===== config.mk =====
export PLATFORM = sky130hd
export DESIGN_NAME = sprite_compositor
export DESIGN_NICKNAME = d
export VERILOG_FILES = /design/src/rtl/sprite_compositor.sv
export SDC_FILE = /design/constraint.sdc
export NUM_CORES = 2
export LEC_CHECK = 0
export BUFFER_PORTS_ARGS = -buffer_cell sky130_fd_sc_hd__buf_4
export CORE_UTILIZATION = 30
export DETAILED_ROUTE_END_ITERATION = 6
export GPL_TIMING_DRIVEN = 0
export PLACE_DENSITY = 0.49
export SLEW_MARGIN = 25
export SYNTH_ARGS = -nofsm -noshare
export SYNTH_HDL_FRONTEND = slang
export SYNTH_SLANG_ARGS = --single-unit

===== constraint.sdc =====
create_clock -name clk -period 35.6 [get_ports clk]
set_clock_uncertainty 0.05 [all_clocks]
set_input_delay 1.78 -clock clk [delete_from_list [all_inputs] [get_ports clk]]
set_output_delay 1.78 -clock clk [all_outputs]
set_load 0.05 [all_outputs]

===== src/rtl/sprite_compositor.sv =====
// N-slot sprite compositor: two-band background with a black horizon row, overlaid
// with RGB565 sprites read from external sync ROMs, through a 3-stage pixel pipeline.
module sprite_compositor #(
  parameter int          NSPR     = 8,
  parameter int          SPR_W    = 32,
  parameter int          SPR_H    = 32,
  parameter int          ANIM_DIV = 6,
  parameter logic [15:0] KEY      = 16'hF81F,
  parameter int          AW       = $clog2(SPR_W*SPR_H)
) (
  input  logic               clk,
  input  logic               reset,
  input  logic               chipselect,
  input  logic               write,
  input  logic [8:0]         address,
  input  logic [31:0]        writedata,
  input  logic [10:0]        hcount,
  input  logic [9:0]         vcount,
  input  logic               blank_n,
  input  logic               frame_start,
  output logic [NSPR*AW-1:0] spr_addr,
  output logic [NSPR-1:0]    spr_phase,
  input  logic [NSPR*16-1:0] spr_data,
  output logic [23:0]        rgb,
  output logic               blank_n_out
);

  localparam int XW = $clog2(SPR_W);
  localparam int YW = AW - XW;
  localparam int CW = (ANIM_DIV > 1) ? $clog2(ANIM_DIV) : 1;

  localparam logic [23:0] SKY_RST     = 24'h87CEEB;
  localparam logic [23:0] GROUND_RST  = 24'h8B4513;
  localparam logic [9:0]  HORIZON_RST = 10'd200;

  typedef struct packed {
    logic [9:0] x;
    logic [9:0] y;
    logic       anim_en;
    logic       hflip;
    logic       enable;
  } slot_t;

  slot_t         shadow_q [NSPR];
  slot_t         shadow_d [NSPR];
  slot_t         active_q [NSPR];
  slot_t         active_d [NSPR];
  logic [23:0]   sky_sh_q, sky_sh_d, sky_q, sky_d;
  logic [23:0]   gnd_sh_q, gnd_sh_d, gnd_q, gnd_d;
  logic [9:0]    hor_sh_q, hor_sh_d, hor_q, hor_d;
  logic [CW-1:0] anim_cnt_q, anim_cnt_d;
  logic          phase_q, phase_d;

  logic [10:0]      px, vy;
  logic [NSPR-1:0]  hit1_q, hit1_d, hit2_q, hit2_d;
  logic [AW-1:0]    addr_q [NSPR];
  logic [AW-1:0]    addr_d [NSPR];
  logic [XW-1:0]    dx [NSPR];
  logic [XW-1:0]    col [NSPR];
  logic [YW-1:0]    dy [NSPR];
  logic [23:0]      bg1_q, bg1_d, bg2_q, bg2_d;
  logic             blank1_q, blank1_d, blank2_q, blank2_d;
  logic [23:0]      rgb_q, rgb_d;
  logic             blank_out_q, blank_out_d;
  logic             found;

  logic             wr_en;
  logic [4:0]       wr_slot;
  logic             unused_ok;

  assign wr_en     = chipselect & write;
  assign wr_slot   = address[6:2];
  assign unused_ok = ^{writedata[31:24], hcount[0]};

  function automatic logic visible(input logic [15:0] p);
    return (p != KEY) && !((p[15:11] > 5'd28) && (p[10:5] > 6'd60) && (p[4:0] > 5'd28));
  endfunction

  function automatic logic [23:0] rgb565_to_888(input logic [15:0] p);
    return {p[15:11], 3'b000, p[10:5], 2'b00, p[4:0], 3'b000};
  endfunction

  always_comb begin : reg_write
    shadow_d = shadow_q;
    sky_sh_d = sky_sh_q;
    gnd_sh_d = gnd_sh_q;
    hor_sh_d = hor_sh_q;
    if (wr_en && !address[8] && !address[7]) begin
      // Slot numbers at or above NSPR match no loop index and are dropped.
      for (int i = 0; i < NSPR; i++) begin
        if (wr_slot == 5'(i)) begin
          case (address[1:0])
            2'd0:    shadow_d[i].x = writedata[9:0];
            2'd1:    shadow_d[i].y = writedata[9:0];
            2'd2:    {shadow_d[i].anim_en, shadow_d[i].hflip, shadow_d[i].enable} = writedata[2:0];
            default: ;
          endcase
        end
      end
    end else if (wr_en && address[8]) begin
      case (address[7:0])
        8'd0:    sky_sh_d = writedata[23:0];
        8'd1:    gnd_sh_d = writedata[23:0];
        8'd2:    hor_sh_d = writedata[9:0];
        default: ;
      endcase
    end
  end

  // Commit reads the pre-write shadow, so a write coinciding with frame_start waits a frame.
  always_comb begin : commit
    active_d = active_q;
    sky_d    = sky_q;
    gnd_d    = gnd_q;
    hor_d    = hor_q;
    if (frame_start) begin
      active_d = shadow_q;
      sky_d    = sky_sh_q;
      gnd_d    = gnd_sh_q;
      hor_d    = hor_sh_q;
    end
  end

  always_comb begin : anim_next
    anim_cnt_d = anim_cnt_q;
    phase_d    = phase_q;
    if (frame_start) begin
      if (anim_cnt_q == CW'(ANIM_DIV - 1)) begin
        anim_cnt_d = '0;
        phase_d    = ~phase_q;
      end else begin
        anim_cnt_d = anim_cnt_q + 1'b1;
      end
    end
  end

  assign px = {1'b0, hcount[10:1]};
  assign vy = {1'b0, vcount};

  // Stage 1: hit test and ROM address. 11-bit bounds never wrap, so sprites clip at edges.
  always_comb begin : s1_hit
    for (int i = 0; i < NSPR; i++) begin
      hit1_d[i] = active_q[i].enable
                  && (px >= {1'b0, active_q[i].x}) && (px < {1'b0, active_q[i].x} + 11'(SPR_W))
                  && (vy >= {1'b0, active_q[i].y}) && (vy < {1'b0, active_q[i].y} + 11'(SPR_H));
      dx[i]     = XW'(px - {1'b0, active_q[i].x});
      dy[i]     = YW'(vy - {1'b0, active_q[i].y});
      col[i]    = active_q[i].hflip ? XW'(SPR_W - 1) - dx[i] : dx[i];
      addr_d[i] = hit1_d[i] ? {dy[i], col[i]} : addr_q[i];
    end
    if (vcount == hor_q)     bg1_d = '0;
    else if (vcount < hor_q) bg1_d = sky_q;
    else                     bg1_d = gnd_q;
    blank1_d = blank_n;
  end

  // Stage 2: ROM data is in flight; delay the side-band to meet it.
  always_comb begin : s2_align
    hit2_d   = hit1_q;
    bg2_d    = bg1_q;
    blank2_d = blank1_q;
  end

  // Stage 3: lowest-index visible hit wins, else background; blanking forces black.
  always_comb begin : s3_select
    // NOTE: every variable written here gets a default first, so no path can leave
    // it unassigned and infer a latch.
    rgb_d = bg2_q;
    found = 1'b0;
    for (int i = 0; i < NSPR; i++) begin
      if (!found && hit2_q[i] && visible(spr_data[i*16 +: 16])) begin
        rgb_d = rgb565_to_888(spr_data[i*16 +: 16]);
        found = 1'b1;
      end
    end
    if (!blank2_q) rgb_d = '0;
    blank_out_d = blank2_q;
  end

  always_ff @(posedge clk or posedge reset) begin
    if (reset) begin
      // NOTE: slot registers are plain flops rather than a RAM, so they are reset too;
      // that keeps every sprite disabled until software writes and commits it.
      for (int i = 0; i < NSPR; i++) begin
        shadow_q[i] <= '0;
        active_q[i] <= '0;
        addr_q[i]   <= '0;
      end
      sky_sh_q    <= SKY_RST;
      gnd_sh_q    <= GROUND_RST;
      hor_sh_q    <= HORIZON_RST;
      sky_q       <= SKY_RST;
      gnd_q       <= GROUND_RST;
      hor_q       <= HORIZON_RST;
      anim_cnt_q  <= '0;
      phase_q     <= 1'b0;
      hit1_q      <= '0;
      hit2_q      <= '0;
      bg1_q       <= '0;
      bg2_q       <= '0;
      blank1_q    <= 1'b0;
      blank2_q    <= 1'b0;
      rgb_q       <= '0;
      blank_out_q <= 1'b0;
    end else begin
      // NOTE: non-blocking assignments so every flop samples pre-edge values,
      // independent of statement order.
      shadow_q    <= shadow_d;
      active_q    <= active_d;
      addr_q      <= addr_d;
      sky_sh_q    <= sky_sh_d;
      gnd_sh_q    <= gnd_sh_d;
      hor_sh_q    <= hor_sh_d;
      sky_q       <= sky_d;
      gnd_q       <= gnd_d;
      hor_q       <= hor_d;
      anim_cnt_q  <= anim_cnt_d;
      phase_q     <= phase_d;
      hit1_q      <= hit1_d;
      hit2_q      <= hit2_d;
      bg1_q       <= bg1_d;
      bg2_q       <= bg2_d;
      blank1_q    <= blank1_d;
      blank2_q    <= blank2_d;
      rgb_q       <= rgb_d;
      blank_out_q <= blank_out_d;
    end
  end

  for (genvar g = 0; g < NSPR; g++) begin : g_out
    assign spr_addr[g*AW +: AW] = addr_q[g];
    assign spr_phase[g]         = active_q[g].anim_en & phase_q;
  end

  assign rgb         = rgb_q;
  assign blank_n_out = blank_out_q;

endmodule

==> reports/qor.yml <==
drt_first_pass_iters: 5
worstPathCellList: "buf_4, inv_1, ha_1, fa_1, nor2b_1, o21ai_0, a31oi_1, nor4_1, o21ai_0, a21oi_1, nor4_1, clkbuf_1, mux2_2"
seqCellArea_sq_um: 16560
ys_types: 72
port_buffers: 291
hold_class: "flip-flop to flip-flop"
rsz0062_at_grt: "false"
core_sq_um: 112300
htree_levels: 3
regToRegStartpoint: "active_q[26]$_DFFE_PP0P_"
vias: 23880
yosys.area.top_type: "dfrtp_1"
crit_path_start_kind: "input pin"
status: "finished, final reports clean"
area_growth_pct: 21.28
drive_gt1_frac: 0.2721
fin_crit_ps: 5318
grt.overflow.total: 0
synth_seq_cells: 659
crit_end: "spr_addr[67]$_DFFE_PP0P_"
drv_slew: 0
ctsResizeCount: 0
critPathKind: "input pin to flip-flop"
die_w_um: 338.5
synth_top_area_frac: 0.4441
whs_ps: 279.7
max_freq_mhz: 188.0
crit_arrival_ps: 5780
tns_ps: 0
yosys_warnings: 0
die_area_sq_um: 114600
crit_required_ps: 36060
synth_cells: 2995
post_cts_buffers: 0
die-height_um: 338.5
drt_iter0_markers: 1388
cellPowerDensity_nw_per_um2: 44.40
vias_per_cell: 4.826
clock_latency_ps: 650
multi_input_area_sq_um: 16080
rr_worst_depth: 11
power_mw: 1.830
synth_common_cells: "dfrtp_1, mux2_2, ha_1"
synth_ff_type: "dfrtp_1"
cts_tree: "built"
cts_buffer_depth: 3
antenna_found_initial: 15
reg2reg_to: "spr_addr[67]$_DFFE_PP0P_"
hold_viol: 0
maxCapViolations: 0
tightest_slew_ps: 1047
crit_fanout: 10
cts_sinks: 659
slowest_stage: "nor4_1"
relSlewSlack: 0.3018
async_flop_share: 1.000
drc_errors: 0
cts_hold_buf: 0
synth.area.top_cells: "dfrtp_1, mux2_2, ha_1, dfstp_2, o21ai_0"
critPathTopFamily: "buffers and inverters"
std_cell_rows: 123
n_fill_cell: 11180
setup-violations-final: 0
clkTransAtPathRegs_ps: 60
grt_pass1_wl_um: 156700
root_buffer: "clkbuf_16"
finalCritPeriodShare: 0.1494
worstSetupPathDepth: 13
wl_per_cell_um: 20.95
grt.total_usage: 0.1806
num_io_pins: 309
grt_max_degree: 99
reg2reg_slack_ps: 31800
ir_drop_uv: 31.10
initial_utilization: 0.3024
p_leak_nw: 19.14
synth-edff-count: 0
crit_start: "vcount[0]"
place_congestion: 0.8959
final_util: 0.3668
drt-total-wl_um: 103700
end_kind: "flip-flop"
final_nets: 3855
crit_path_max_incr_delay_ps: 690
grt_pass1_vias: 24570
synth_area_sq_um: 33980
ant_nets: 0
hpwlAfterDp_um: 73350
avgSynthCellArea_sq_um: 11.34
synth_nets: 3473
synth.most_common_cell: "dfrtp_1"
cts-buffers-inserted: 79
path_buf_inv: 3
ys_seq_area_frac: 0.4874
## power by group
part / internal, mW / total, mW / leakage (nW) / switching [mW]
sequential: 0.764 / 0.774 / 8.87 / 0.0102
combinational: 0.0641 / 0.174 / 8.88 / 0.110
clock: 0.535 / 0.881 / 1.39 / 0.346
## worst min path at each step
stage               cells past startpoint                start  slack (ps)                  end
floorplan                               0   bg1_q[0]$_DFF_PP0_         280   bg2_q[0]$_DFF_PP0_
global route                            0  bg1_q[15]$_DFF_PP0_         290  bg2_q[15]$_DFF_PP0_
global placement                        0  bg1_q[14]$_DFF_PP0_         280  bg2_q[14]$_DFF_PP0_
detailed placement                      0  bg1_q[19]$_DFF_PP0_         290  bg2_q[19]$_DFF_PP0_
finish                                  0  bg1_q[19]$_DFF_PP0_         280  bg2_q[19]$_DFF_PP0_
CTS                                     0  bg1_q[19]$_DFF_PP0_         280  bg2_q[19]$_DFF_PP0_
## routing by layer
layer  up-vias  share of wire  track usage
met3       128          0.044      0.03124
met2       440           0.47       0.2981
li1      11360              -            -
met5         -        0.00013            0
met1     11960           0.46       0.2435
met4         2          0.021      0.04751
## stage by stage
step                      std cells  cell area (sq um)  setup slack (ps)
after floorplan                2995              33980             15400
after global placement         4786              38040              6684
after detailed placement       4796              38330             29660
after CTS                      4944              41180             30290
after global routing           4948              41200             30120
final                          4949              41210             30280
## final cells by class
type,instances,area share
Antenna cell,5,0.0003036
Buffer,117,0.01169
Clock buffer,114,0.05681
Clock inverter,34,0.01251
Inverter,237,0.02177
Multi-Input combinational cell,1982,0.3903
Sequential cell,659,0.4019
Tap cell,1500,0.04555
Timing Repair Buffer,301,0.05915
## logic make-up after synthesis
group,synth area share
flip-flops,0.4874
AO/OA/AOI/OAI,0.1111
AND/OR/NAND/NOR,0.07597
multiplexers,0.1435
buffers and inverters,0.04007
adder cells (fa/ha/maj),0.1074
XOR/XNOR,0.03454
## flip-flops by register name, summed over array words and instances, names as in the netlist, 10 cells and up
| register | cells |
|---|---|
| bg1_q | 24 |
| spr_addr | 80 |
| hor_q | 10 |
| sky_sh_q | 24 |
| bg2_q | 24 |
| hor_sh_q | 10 |
| gnd_q | 24 |
| active_q | 184 |
| rgb | 24 |
| sky_q | 24 |
| shadow_q | 184 |
| gnd_sh_q | 24 |
## cell usage in the layout (no fill, tap or decap), types with 18 or more instances in the layout
| master | synthesis | final |
|---|---|---|
| dfrtp_1 | 603 | 603 |
| o21ai_0 | 229 | 229 |
| nand2b_1 | 18 | 18 |
| dfstp_2 | 56 | 56 |
| ha_1 | 266 | 266 |
| xor2_1 | 26 | 26 |
| inv_1 | 237 | 234 |
| nand2_1 | 205 | 205 |
| a211oi_1 | 26 | 26 |
| o21a_1 | 34 | 34 |
| nand4_1 | 23 | 23 |
| a21oi_1 | 98 | 98 |
| mux2_2 | 393 | 393 |
| mux2i_1 | 45 | 45 |
| xnor2_1 | 108 | 108 |
| a21o_1 | 55 | 55 |
| o22ai_1 | 24 | 24 |
| o211ai_1 | 18 | 18 |
| clkbuf_8 | 0 | 19 |
| buf_4 | 0 | 291 |
| nor2_1 | 86 | 86 |
| nor3_1 | 52 | 52 |
| clkbuf_1 | 94 | 102 |
| nand3_1 | 44 | 44 |
| nor2b_1 | 30 | 30 |
| clkbuf_16 | 0 | 81 |
(Power assumes the default switching activity.)
